## src/rtl/bcd_operand_loader.sv

```systemverilog
// bcd_operand_loader: operand entry stage for the one-digit BCD adder path.
// A debounced or plain-synchronised active-low key loads operand A on the
// first press, then operand B plus carry-in on the second press. The set is
// offered downstream with valid/ready and held for the adder and displays.
// Optional input debouncing is compiled in with the macro
// BCD_LOADER_DEBOUNCE_EN.
//
// Handshake: out_valid_o rises when B is loaded and stays high, with a_o,
// b_o and cin_o constant, until a rising clock edge sees out_valid_o and
// out_ready_i both high; that edge completes the transfer and returns the
// FSM to GET_A. out_ready_i is ignored whenever out_valid_o is low.

module bcd_operand_loader #(
    parameter int DEBOUNCE_CYCLES = 16
) (
    input  logic       clk_i,
    input  logic       rst_i,
    input  logic [3:0] digit_i,
    input  logic       cin_i,
    input  logic       key_n_i,
    input  logic       abort_i,
    input  logic       out_ready_i,
    output logic [3:0] a_o,
    output logic [3:0] b_o,
    output logic       cin_o,
    output logic       out_valid_o,
    output logic       err_o,
    output logic [1:0] state_o
);

    typedef enum logic [1:0] {
        GET_A = 2'b00,
        GET_B = 2'b01,
        HOLD  = 2'b10
    } state_t;

    // Fewer than two stable cycles makes the debouncer meaningless; this
    // empty block just names the illegal configuration in elaboration output.
    if (DEBOUNCE_CYCLES < 2) begin : g_debounce_cycles_too_small
    end

    logic   s1_q, s2_q;
    logic   lvl;
    logic   lvl_d_q;
    logic   press;
    state_t state_q;
    logic [3:0] a_q, b_q;
    logic   cin_q, valid_q, err_q;

    // Two-flop synchroniser for the asynchronous key; idle (released) is 1.
    always_ff @(posedge clk_i or posedge rst_i) begin
        if (rst_i) begin
            s1_q <= 1'b1;
            s2_q <= 1'b1;
        end else begin
            s1_q <= key_n_i;
            s2_q <= s1_q;
        end
    end

`ifdef BCD_LOADER_DEBOUNCE_EN
    localparam int CW = $clog2(DEBOUNCE_CYCLES) + 1;
    localparam logic [CW-1:0] CNT_MAX = CW'(DEBOUNCE_CYCLES - 1);

    logic          deb_lvl_q;
    logic [CW-1:0] cnt_q;

    // Accept a new level only after it has differed for DEBOUNCE_CYCLES edges.
    always_ff @(posedge clk_i or posedge rst_i) begin
        if (rst_i) begin
            deb_lvl_q <= 1'b1;
            cnt_q     <= '0;
        end else if (s2_q != deb_lvl_q) begin
            if (cnt_q == CNT_MAX) begin
                deb_lvl_q <= s2_q;
                cnt_q     <= '0;
            end else begin
                cnt_q <= cnt_q + 1'b1;
            end
        end else begin
            cnt_q <= '0;
        end
    end

    assign lvl = deb_lvl_q;
`else
    assign lvl = s2_q;
`endif

    // Delayed level for falling-edge detection; a held key gives one press.
    always_ff @(posedge clk_i or posedge rst_i) begin
        if (rst_i) begin
            lvl_d_q <= 1'b1;
        end else begin
            lvl_d_q <= lvl;
        end
    end

    assign press = lvl_d_q & ~lvl;

    // Operand-entry FSM with registered outputs; abort outranks everything.
    always_ff @(posedge clk_i or posedge rst_i) begin
        if (rst_i) begin
            state_q <= GET_A;
            a_q     <= 4'd0;
            b_q     <= 4'd0;
            cin_q   <= 1'b0;
            valid_q <= 1'b0;
            err_q   <= 1'b0;
        end else if (abort_i) begin
            state_q <= GET_A;
            valid_q <= 1'b0;
            err_q   <= 1'b0;
        end else begin
            case (state_q)
                GET_A: begin
                    if (press) begin
                        if (digit_i <= 4'd9) begin
                            a_q     <= digit_i;
                            err_q   <= 1'b0;
                            state_q <= GET_B;
                        end else begin
                            err_q <= 1'b1;
                        end
                    end
                end
                GET_B: begin
                    if (press) begin
                        if (digit_i <= 4'd9) begin
                            b_q     <= digit_i;
                            cin_q   <= cin_i;
                            err_q   <= 1'b0;
                            valid_q <= 1'b1;
                            state_q <= HOLD;
                        end else begin
                            err_q <= 1'b1;
                        end
                    end
                end
                HOLD: begin
                    // Presses are dropped here; operands persist after the
                    // transfer so the displays keep showing them.
                    if (valid_q && out_ready_i) begin
                        valid_q <= 1'b0;
                        state_q <= GET_A;
                    end
                end
                default: begin
                    valid_q <= 1'b0;
                    state_q <= GET_A;
                end
            endcase
        end
    end

    assign a_o         = a_q;
    assign b_o         = b_q;
    assign cin_o       = cin_q;
    assign out_valid_o = valid_q;
    assign err_o       = err_q;
    assign state_o     = state_q;

endmodule

```

## config.mk

```make
export PLATFORM = sky130hd
export DESIGN_NAME = bcd_operand_loader
export DESIGN_NICKNAME = d
export VERILOG_FILES = /design/src/rtl/bcd_operand_loader.sv
export SDC_FILE = /design/constraint.sdc
export NUM_CORES = 1
export LEC_CHECK = 0
export CAP_MARGIN = 0
export CORE_UTILIZATION = 42
export CTS_CLUSTER_SIZE = 30
export DETAILED_ROUTE_END_ITERATION = 8
export PLACE_DENSITY_LB_ADDON = 0.2
export SLEW_MARGIN = 20
export SYNTH_ARGS = -nofsm -noshare
export SYNTH_HDL_FRONTEND = slang
export SYNTH_SLANG_ARGS = --single-unit
```

## constraint.sdc

```tcl
create_clock -name clk_i -period 1.8 [get_ports clk_i]
set_input_delay 0.54 -clock clk_i [delete_from_list [all_inputs] [get_ports clk_i]]
set_output_delay 0.54 -clock clk_i [all_outputs]
set_load 0.05 [all_outputs]
```

Word-level counts from Yosys, hierarchy flattened --
Cells that the tools add are included.
Storage, ports and cells: flip-flop bits (word level) 16, input port bits 10, output and inout bits 13, word-level logic and storage cells 47
Cells by class: order comparisons 1, equality and inequality tests 8, mux-type cells 16, bitwise gates (word level) 3, reduce and logical (&&, ||, !) cells 10
Operator list (number):
- $ne 3x3->1 const B | 5
- $mux 2 | 6
- $reduce_and 4->1 | 3
- $mux 1 | 8
- $pmux 2 s3 | 1
- $reduce_and 5->1 | 1
- $le 4x4->1 const B | 1
- $reduce_bool 2->1 | 2
- $pmux 1 s3 | 1
- $eq 2x1->1 const B | 1
- $eq 2x2->1 const B | 1
- $logic_not 2->1 | 1
- $ne 2x2->1 const B | 1
- $not 1->1 | 2
- $reduce_and 2->1 | 1
- $reduce_or 2->1 | 1
- $and 1x1->1 | 1
- $logic_and 1x1->1 | 1

Logic depth before layout (Yosys ltp) --
word-level depth 5, gate-level depth with buffers 3, depth with buffers taken out 3

Worst setup path before layout --
Ideal clock, no wire load.
path kind flip-flop to flip-flop, start point reg state_q[1], in the netlist state_o[1], end point reg b_q[0], in the netlist b_o[0], library setup time 0.125 ns, arrival 1.333 ns, data required time 1.675 ns, setup slack 0.342 ns, cell stages (with the launch flop) 4, path buffers 0, clock period less this slack 1.458 ns, cells stage by stage dfrtp_1 nor2_2 nand4_4 mux2_2
Between the ends: word-level cells in the longest chain between the ends 2
Ends and longest elaborated chain:
- start, declared | RTL line 46 | state_t state_q;
- start signal, assigned | RTL line 104 | state_q <= GET_A;
- start signal, assigned | RTL line 111 | state_q <= GET_A;
- start signal, assigned | RTL line 121 | state_q <= GET_B;
- $eq 2x1->1 | RTL line 115 | case (state_q)
- $reduce_and 4->1 (no line)
- end signal, assigned | RTL line 130 | b_q <= digit_i;
- end, declared | RTL line 47 | logic [3:0] a_q, b_q;
No other way between the ends. A chain may end at the register's enable or synchronous reset.

Worst setup path in the final report --
start point in digit_i[1], end point reg b_q[0], in the netlist b_o[0]
Between the ends: word-level cells in the longest chain between the ends 2
Ends and longest elaborated chain:
- start, declared | RTL line 18 | input logic [3:0] digit_i,
- $le 4x4->1 | RTL line 129 | if (digit_i <= 4'd9) begin
- $reduce_and 4->1 (no line)
No other way between the ends.

==> summary.md <==
| Metric | Value |
|---|---|
| ANT nets after route | `0` |
| Final Total Pwr | `just over 1 mW` |
| Clock transition at path regs | `around 0.090 ns` |
| Critical-path cell list | `clkdlybuf4s50_1, o21ai_4, nand4_4, mux2_2` |
| Finished Layout Cells | `94` |
| Max clock buf depth | `2` |
| Post-synthesis sequential area ratio | `about 60%` |
| H-tree lvl count | `1` |
| Outcome | `completed` |
| Commonest non-fill, non-tap cells in the layout | `buf_4, dfrtp_1, mux2_2, clkdlybuf4s50_1, a21oi_1` |
| Row cnt | `14` |
| Hold Violations, Final | `0` |
| Startpoint types | `input port` |
| CTS sink cnt | `16` |
| Global-route wire length before repair | `approximately 2000 um` |
| Iter 0 DRT Violations | `5` |
| Post_cts resized | `0` |
| Syn-to-layout area delta | `46.9%` |
| Inst Count DP | `90` |
| #FFs+latches synth | `16` |
| Worst-skew pair later-pin latency | `~0.28 ns` |
| Most common cell after layout, fill and taps aside | `buf_4` |
| Die X | `approximately 42 um` |
| Reg2reg setup slack | `approximately 0.40 ns` |
| Starting Density | `about 45%` |
| Setup bufs post-CTS | `0` |
| Lkg Pwr | `0.453 nW` |
| Worst Skew | `0.000857 ns` |
| I/O Pins | `23` |
| Hold path depth | `0` |
| Peak supply drop | `~0.65 mV` |
| CTS tree | `yes` |
| Syn Area/Cell | `about 15 um^2` |
| Slowest stage delay, CP | `approximately 0.5 ns` |
| Number of port buffers | `22` |
| GRT Util Overall | `about 16%` |
| Share of cells above drive strength 1 | `roughly 51%` |
| Number of global-route vias before repair | `approximately 480` |
| Setup TNS | `0 ns` |
| Relative slew margins | `between 70% and 80%` |
| CP Capture Type | `flop` |
| DRC Markers | `0` |
| Worst Hold End | `lvl` |
| Final Cycle Share | `88.6%` |
| Vias per cell | `a little over 5` |
| Cts bufs inserted | `3` |
| Max-cap violations | `0` |
| Power Density | `between 1000 and 1500 mW/mm^2` |
| Hold_buf cts | `0` |
| R2r endpoint | `b_o[0]` |
| Die Span Y | `approximately 42 um` |
| Die ar. | `between 0.0015 and 0.002 mm^2` |
| Post-synthesis cell count | `46` |
| Worst EP required | `~2.0 ns` |
| Unique masters post-synth | `19` |
| Syn Nets | `56` |
| WL final | `1180 um` |
| Ys Warns | `0` |
| Reg2reg path depth | `3` |
| Hold path startpoint | `s1_q` |
| Reg-to-Reg Start | `lvl` |
| Inserted Diodes | `0` |
| Gpl congestion | `0.743` |
| Final HPWL DP | `908 um` |
| Cell area after synthesis | `between 600 and 700 um^2` |
| Number of fill cells | `between 100 and 150` |
| Min Tclk post-route | `roughly 1.6 ns` |
| Grt ovf | `0` |
| Max-slew violations | `0` |
| Area of the core | `0.00149 mm^2` |
| CTS root buffer | `clkbuf_4` |
| Critical path origin | `digit_i[1]` |
| Initial antenna violation count | `0` |
| Hold_ws | `0.360 ns` |
| Final Util | `between 60% and 70%` |
| Worst-Margin Slew | `approximately 0.36 ns` |
| DR vias | `482` |
| Number of detailed-route iterations in the first pass | `4` |
| Per-cell routed wire length | `about 13 um` |
| Nets | `89` |
| F_max | `~630 MHz` |
| Pin count of the biggest net entering global routing | `17` |
| Critical path's slowest cell | `clkdlybuf4s50_1` |
| Final setup fails | `0` |
| Hold Crit Class | `flop to flop` |
| RSZ-0062 raised after global routing | `false` |
| Worst-path maximum fanout | `5` |
| Worst EP arrival | `roughly 1.8 ns` |
| Kind of critical path | `input port to flop` |
==> cell usage after synthesis <==
master    count  share of area (%)
a21boi_0      1                1.1
or3_1         1               0.94
inv_1         2                1.1
o21a_1        1                1.1
nand4_1       1               0.94
o21ai_4       1                2.4
dfrtp_1      13                 49
nor2_2        1               0.94
nand4b_4      1                3.6
nor2_1        1               0.56
o21ai_0       2                1.5
nand4_4       1                3.2
and2b_2       1                1.3
a311oi_1      1                1.3
nand2b_1      1               0.94
dfstp_2       3                 12
a21oi_1       4                3.0
nand2_1       1               0.56
mux2_2        9                 15
==> critical path: cells and delay by family <==
kind / cells / cell delay (ns)
buffers and inverters: 1 / 0.50
AND/OR/NAND/NOR: 1 / 0.16
AO/OA/AOI/OAI: 1 / 0.26
multiplexers: 1 / 0.31
==> area by class of cell <==
cell class | count | area, um^2 | share of cell area, %
inverter | 2 | 7.51 | 0.763
sequential | 16 | 404 | 41.1
clock buffer | 4 | 36.3 | 3.69
multi-input combinational | 28 | 258 | 26.2
tap | 16 | 20.0 | 2.04
timing repair buffer | 28 | 258 | 26.2
==> where the power goes <==
group | total [mW] | switching (mW) | internal (mW)
Clock | 0.237 | 0.114 | 0.123
Combinational | 0.353 | 0.223 | 0.130
Sequential | 0.438 | 0.0276 | 0.411
Total | 1.03 | 0.364 | 0.664
==> layer usage <==
metal / part of all wire [%] / GRT usage [%]
met1: 43 / 18.1
met2: 49 / 25.9
met3: 5.7 / 3.91
met4: 1.5 / 9.68
met5: 0 / 0
==> state kept, by name (all words and copies together), names as in the netlist <==
name / count
a_o: 4
b_o: 4
cin_o: 1
err_o: 1
lvl: 1
lvl_d_q: 1
out_valid_o: 1
s1_q: 1
state_o: 2
==> metrics by stage <==
stage	worst slack, ns	area (um^2)
3_3_place_gp	-0.0666	947
3_5_place_dp	-0.102	947
4_1_cts	0.201	983
2_1_floorplan	0.342	669
5_1_grt	0.145	983
6_report	0.205	983
==> kinds of logic (layout without fill, tap and decap cells) <==
family                 count (synthesis)  count (layout)  synth area share [%]
DFF                                   16              16                  60.4
muxes                                  9               9                  15.1
buffers and inverters                  2              34                  1.12
AOI/OAI and AO/OA                     10              10                  10.5
and+or+nand+nor                        9               9                  12.9
==> how the worst max path moves through the flow <==
stage | slack [ns] | to | cells past startpoint
2_1_floorplan | 0.34 | b_o[0] | 3
3_3_place_gp | -0.07 | cin_o | 4
3_5_place_dp | -0.10 | b_o[0] | 4
4_1_cts | 0.20 | state_o[0] | 1
5_1_grt | 0.14 | state_o[0] | 4
6_report | 0.20 | b_o[0] | 4
No activity file was read; power rests on OpenSTA's default activity.
